--- src/rtl/fft_tx_serializer.sv ---
// fft_tx_serializer: captures one FFT frame and streams it to a UART
// transmitter one byte at a time, handshaking with start/done pulses.
//
// Ports:
//   i_clk          rising-edge clock
//   i_rst          synchronous active-high reset
//   i_frame_valid  one-cycle pulse: i_frame holds a complete FFT result
//   i_frame        flattened frame, word k at [k*WORD_SIZE +: WORD_SIZE]
//   i_tx_done      one-cycle pulse from the UART: current byte finished
//   o_tx_start     one-cycle request to send o_tx_byte
//   o_tx_byte      byte being transmitted (held until its i_tx_done)
//   o_busy         high while a frame is being serialized
//   o_frame_sent   one-cycle pulse when the last byte completes
//   o_frame_drop   one-cycle pulse when a frame arrives while busy
module fft_tx_serializer #(
  parameter int unsigned FFT_SIZE    = 16,
  parameter int unsigned WORD_SIZE   = 16,
  parameter int unsigned DATA_LENGTH = 8
) (
  input  logic                            i_clk,
  input  logic                            i_rst,
  input  logic                            i_frame_valid,
  input  logic [FFT_SIZE*WORD_SIZE-1:0]   i_frame,
  input  logic                            i_tx_done,
  output logic                            o_tx_start,
  output logic [DATA_LENGTH-1:0]          o_tx_byte,
  output logic                            o_busy,
  output logic                            o_frame_sent,
  output logic                            o_frame_drop
);

  localparam int unsigned FRAME_W  = FFT_SIZE * WORD_SIZE;
  localparam int unsigned NBYTES   = FRAME_W / DATA_LENGTH;
  localparam int unsigned IDX_W    = (NBYTES > 1) ? $clog2(NBYTES) : 1;
  localparam logic [IDX_W-1:0] LAST_IDX = IDX_W'(NBYTES - 1);

  typedef enum logic [1:0] {
    S_IDLE  = 2'd0,
    S_START = 2'd1,
    S_WAIT  = 2'd2
  } state_t;

  state_t                   state_q, state_d;
  logic [IDX_W-1:0]         index_q, index_d;
  logic [FRAME_W-1:0]       frame_q, frame_d;
  logic                     tx_start_q, tx_start_d;
  logic [DATA_LENGTH-1:0]   tx_byte_q, tx_byte_d;
  logic                     busy_q, busy_d;
  logic                     frame_sent_q, frame_sent_d;
  logic                     frame_drop_q, frame_drop_d;
  logic                     last_done;

  // Final byte of the frame acknowledged by the transmitter this cycle.
  assign last_done = (state_q == S_WAIT) && i_tx_done && (index_q >= LAST_IDX);

  // State and datapath registers; reset wins over every other input.
  always_ff @(posedge i_clk) begin
    if (i_rst) begin
      state_q      <= S_IDLE;
      index_q      <= '0;
      frame_q      <= '0;
      tx_start_q   <= 1'b0;
      tx_byte_q    <= '0;
      busy_q       <= 1'b0;
      frame_sent_q <= 1'b0;
      frame_drop_q <= 1'b0;
    end else begin
      state_q      <= state_d;
      index_q      <= index_d;
      frame_q      <= frame_d;
      tx_start_q   <= tx_start_d;
      tx_byte_q    <= tx_byte_d;
      busy_q       <= busy_d;
      frame_sent_q <= frame_sent_d;
      frame_drop_q <= frame_drop_d;
    end
  end

  // Next state, byte index and frame capture.
  always_comb begin
    state_d = state_q;
    index_d = index_q;
    frame_d = frame_q;
    case (state_q)
      S_IDLE: begin
        if (i_frame_valid) begin
          frame_d = i_frame;
          index_d = '0;
          state_d = S_START;
        end
      end
      S_START: begin
        state_d = S_WAIT;
      end
      S_WAIT: begin
        if (i_tx_done) begin
          if (index_q < LAST_IDX) begin
            index_d = index_q + IDX_W'(1);
            state_d = S_START;
          end else if (i_frame_valid) begin
            // A frame arriving with the final done is accepted immediately.
            frame_d = i_frame;
            index_d = '0;
            state_d = S_START;
          end else begin
            state_d = S_IDLE;
          end
        end
      end
      default: begin
        state_d = S_IDLE;
      end
    endcase
  end

  // Registered outputs are computed from the next state so that each one
  // lines up with the cycle in which the FSM occupies that state.
  always_comb begin
    tx_start_d   = (state_d == S_START);
    busy_d       = (state_d != S_IDLE);
    frame_sent_d = last_done;
    frame_drop_d = i_frame_valid && (state_q != S_IDLE) && !last_done;
    tx_byte_d    = DATA_LENGTH'(frame_d >> (32'(index_d) * DATA_LENGTH));
  end

  assign o_tx_start   = tx_start_q;
  assign o_tx_byte    = tx_byte_q;
  assign o_busy       = busy_q;
  assign o_frame_sent = frame_sent_q;
  assign o_frame_drop = frame_drop_q;

endmodule

--- config.mk ---
export PLATFORM = sky130hd
export DESIGN_NAME = fft_tx_serializer
export DESIGN_NICKNAME = d
export VERILOG_FILES = /design/src/rtl/fft_tx_serializer.sv
export SDC_FILE = /design/constraint.sdc
export NUM_CORES = 1
export LEC_CHECK = 0
export ABC_CLOCK_PERIOD_IN_PS = 2900
export CORE_MARGIN = 2
export CORE_UTILIZATION = 51
export DETAILED_ROUTE_END_ITERATION = 8
export PLACE_DENSITY = 0.78
export SYNTH_ARGS = -nofsm -noshare
export SYNTH_HDL_FRONTEND = slang
export SYNTH_SLANG_ARGS = --single-unit
--- constraint.sdc ---
create_clock -name i_clk -period 2.9 [get_ports i_clk]
set_input_delay 0.29 -clock i_clk [delete_from_list [all_inputs] [get_ports i_clk]]
set_output_delay 0.29 -clock i_clk [all_outputs]
set_load 0.05 [all_outputs]
==> flow_metrics.py <==
metrics = {
    "global_route": {
        "busiest_layer": "met2",
        "grt_max_degree": 209,
        "met3_usage": 0.0517,
        "grt_pass1_vias": 11700,
        "antenna_found_initial": 1,
        "gr-usage-met1": 0.423,
        "use_met2": 0.521,
        "grt-ovfl-total": 0,
        "grt_pass1_wl_mm": 61.8,
        "track_usage": 0.315,
    },
    "drt": {
        "antenna_left": 0,
        "wl_mm": 40.6,
        "initialDrtViolationCount": 1327,
        "drc": 0,
        "via_per_inst": 5.67,
        "vias": 12600,
        "route.detailed.wl_per_inst_um": 18.3,
        "dr.pass1.iters": 6,
    },
    "floorplanning": {
        "io_pins": 272,
        "die_area_sq_mm": 0.0249,
        "die_x_um": 158,
        "start_util": 0.517,
        "core_sq_mm": 0.0233,
        "die_h_um": 158,
        "fp-row-count": 56,
    },
    "clock_network": {
        "max-clock-path-buffers": 3,
        "htree_levels": 1,
        "numCtsBuffers": 28,
        "cts_tree": "yes",
        "cts_hold_buffers": 0,
        "cts-root-buf": "clkbuf_16",
        "clock_sinks": 275,
        "cts_setup_buffers": 0,
        "clock_latency_ps": 560,
        "path_clk_slew_ps": 70,
    },
    "synth": {
        "synth_seq_cells": 275,
        "ys_seq_area_frac": 0.456,
        "ys_warn_count": 0,
        "synth.distinct_cells": 54,
        "synth_top_flop_cell": "dfxtp_1",
        "avgSynthCellArea_sq_um": 7.35,
        "netlist_instances": 1641,
        "syn_area_sq_mm": 0.0121,
        "synth_edf_count": 0,
        "synthArstFlopShare": 0,
        "syn-num-nets": 1903,
    },
    "worst_setup_path": {
        "worst-path-max-fanout": 13,
        "cp_num_buf_inv": 2,
        "arrival_ps": 3190,
        "critPathMaxStageDelay_ps": 450,
        "crit_slowest_cell": "dfxtp_1",
        "startpoint_type": "flip-flop",
        "cp-end-kind": "flip-flop",
        "crit_type": "reg2reg",
        "crit_required_ps": 3300,
        "cp_top_family": "compound AO/OA/AOI/OAI gates",
        "critical_path.cell_chain": "buf_4 > o21bai_1 > a221oi_4 > and2_4 > buf_12 > mux2i_1 > a221oi_1 > o211ai_1 > nand4_1",
    },
    "cells_and_area": {
        "diodes": 0,
        "area_delta_synth_final_pct": 35.0,
        "mostFrequentLayoutCells": "652 x nand2_1, 275 x dfxtp_1, 270 x clkdlybuf4s50_1",
        "instances_no_fill": 2220,
        "multiInputGateArea_sq_mm": 0.00598,
        "drive_gt1_frac": 0.0736,
        "nFillCells": 1918,
        "final_common_cell": "nand2_1",
        "finish.utilization": 0.698,
        "ff_latch_area_sq_mm": 0.00551,
        "final_net_count": 2141,
    },
    "placed_design": {
        "io_buffers": 271,
        "place.gp.congestion": 0.916,
        "dp_hpwl_mm": 29.0,
        "dp_slack_ps": -149,
        "dp_cells": 2168,
    },
    "run_status": {
        "outcome": "finished clean",
    },
    "worst_hold_path": {
        "worstHoldPathType": "in2reg",
    },
    "run": {
        "maxCapViolCount": 0,
    },
    "sta": {
        "rsz0062_at_grt": "false",
        "setup_ws_ps": 111,
        "max-slew-margin-rel": 0.303,
        "fin_skew_ps": 25.1,
        "min_period_ps": 2790,
        "fmax_ghz": 0.359,
        "post-route-period-util": 0.962,
        "finalMaxSlewViolations": 0,
        "setup_viol": 0,
        "hold_viol": 0,
        "tns_ps": 0,
        "worstMarginPinSlew_ps": 1050,
    },
    "power": {
        "ir_worst_vdd_mv": 0.407,
        "p_total_mw": 9.61,
        "cellPowerDensity_mw_per_mm2": 590,
        "power_leakage_nw": 6.23,
    },
}
## synthesized netlist by cell type (all sizes together), types with 19 or more instances
| cell | n | area [sq um] |
|---|---|---|
| a211oi | 19 | 143 |
| a21oi | 261 | 1310 |
| a31oi | 38 | 238 |
| and3 | 35 | 219 |
| buf | 47 | 273 |
| clkbuf | 90 | 338 |
| dfxtp | 275 | 5510 |
| mux2i | 30 | 300 |
| nand2 | 654 | 2460 |
| nand3 | 26 | 130 |
| nor2 | 25 | 93.8 |
| o21ai | 19 | 95.1 |
## area by class of cell
cell class                      instances  area share
Timing Repair Buffer                  345       0.209
Clock buffer                           34      0.0469
Tap cell                              319      0.0245
Multi-Input combinational cell       1226       0.367
Clock inverter                         18      0.0139
Sequential cell                       275       0.338
Inverter                                3    0.000691
## kinds of logic after synthesis
| group | synth area share |
|---|---|
| and+or+nand+nor | 0.265 |
| buffers and inverters | 0.0515 |
| adders and majority gates | 0.00207 |
| DFF | 0.456 |
| AOI/OAI and AO/OA | 0.200 |
| muxes | 0.0249 |
## state kept, by name, indices dropped and copies added (netlist names)
name / cells
o_frame_drop: 1
o_frame_sent: 1
frame_q: 256
o_tx_start: 1
o_busy: 1
state_q: 2
index_q: 5
o_tx_byte: 8
## through the flow
step	hold WS (ps)	area, sq um
floorplan	382	12100
global placement	437	15300
detailed placement	442	15300
CTS	211	16300
global route	229	16300
finish	232	16300
## layer usage
metal,routed length [um],vias up
met5,15,-
met2,18900,600
met4,1020,2
li1,-,6035
met1,16700,5870
met3,3870,73
## path summary, 6_finish.rpt
check	to	startpoint	cells past startpoint	slack (ps)
min reg2reg	frame_q[166]$_SDFF_PP0_	frame_q[166]$_SDFF_PP0_	2	450
max reg2reg	o_tx_byte[0]$_SDFF_PP0_	state_q[1]$_SDFF_PP0_	9	110
min	frame_q[242]$_SDFF_PP0_	i_rst	2	230
max	o_tx_byte[0]$_SDFF_PP0_	state_q[1]$_SDFF_PP0_	9	110
## what timing repair did
action / in CTS / in global routing
hold endpoints to repair: 0 / 0
resized for setup: 0 / 4
setup endpoints to repair: 0 / 2
## report_power, final
group | total, mW | internal, mW | switching, mW
logic | 1.53 | 0.695 | 0.833
registers | 4.22 | 4.04 | 0.174
clock network | 3.87 | 2.32 | 1.54
Power figures use the tool's default switching activity.
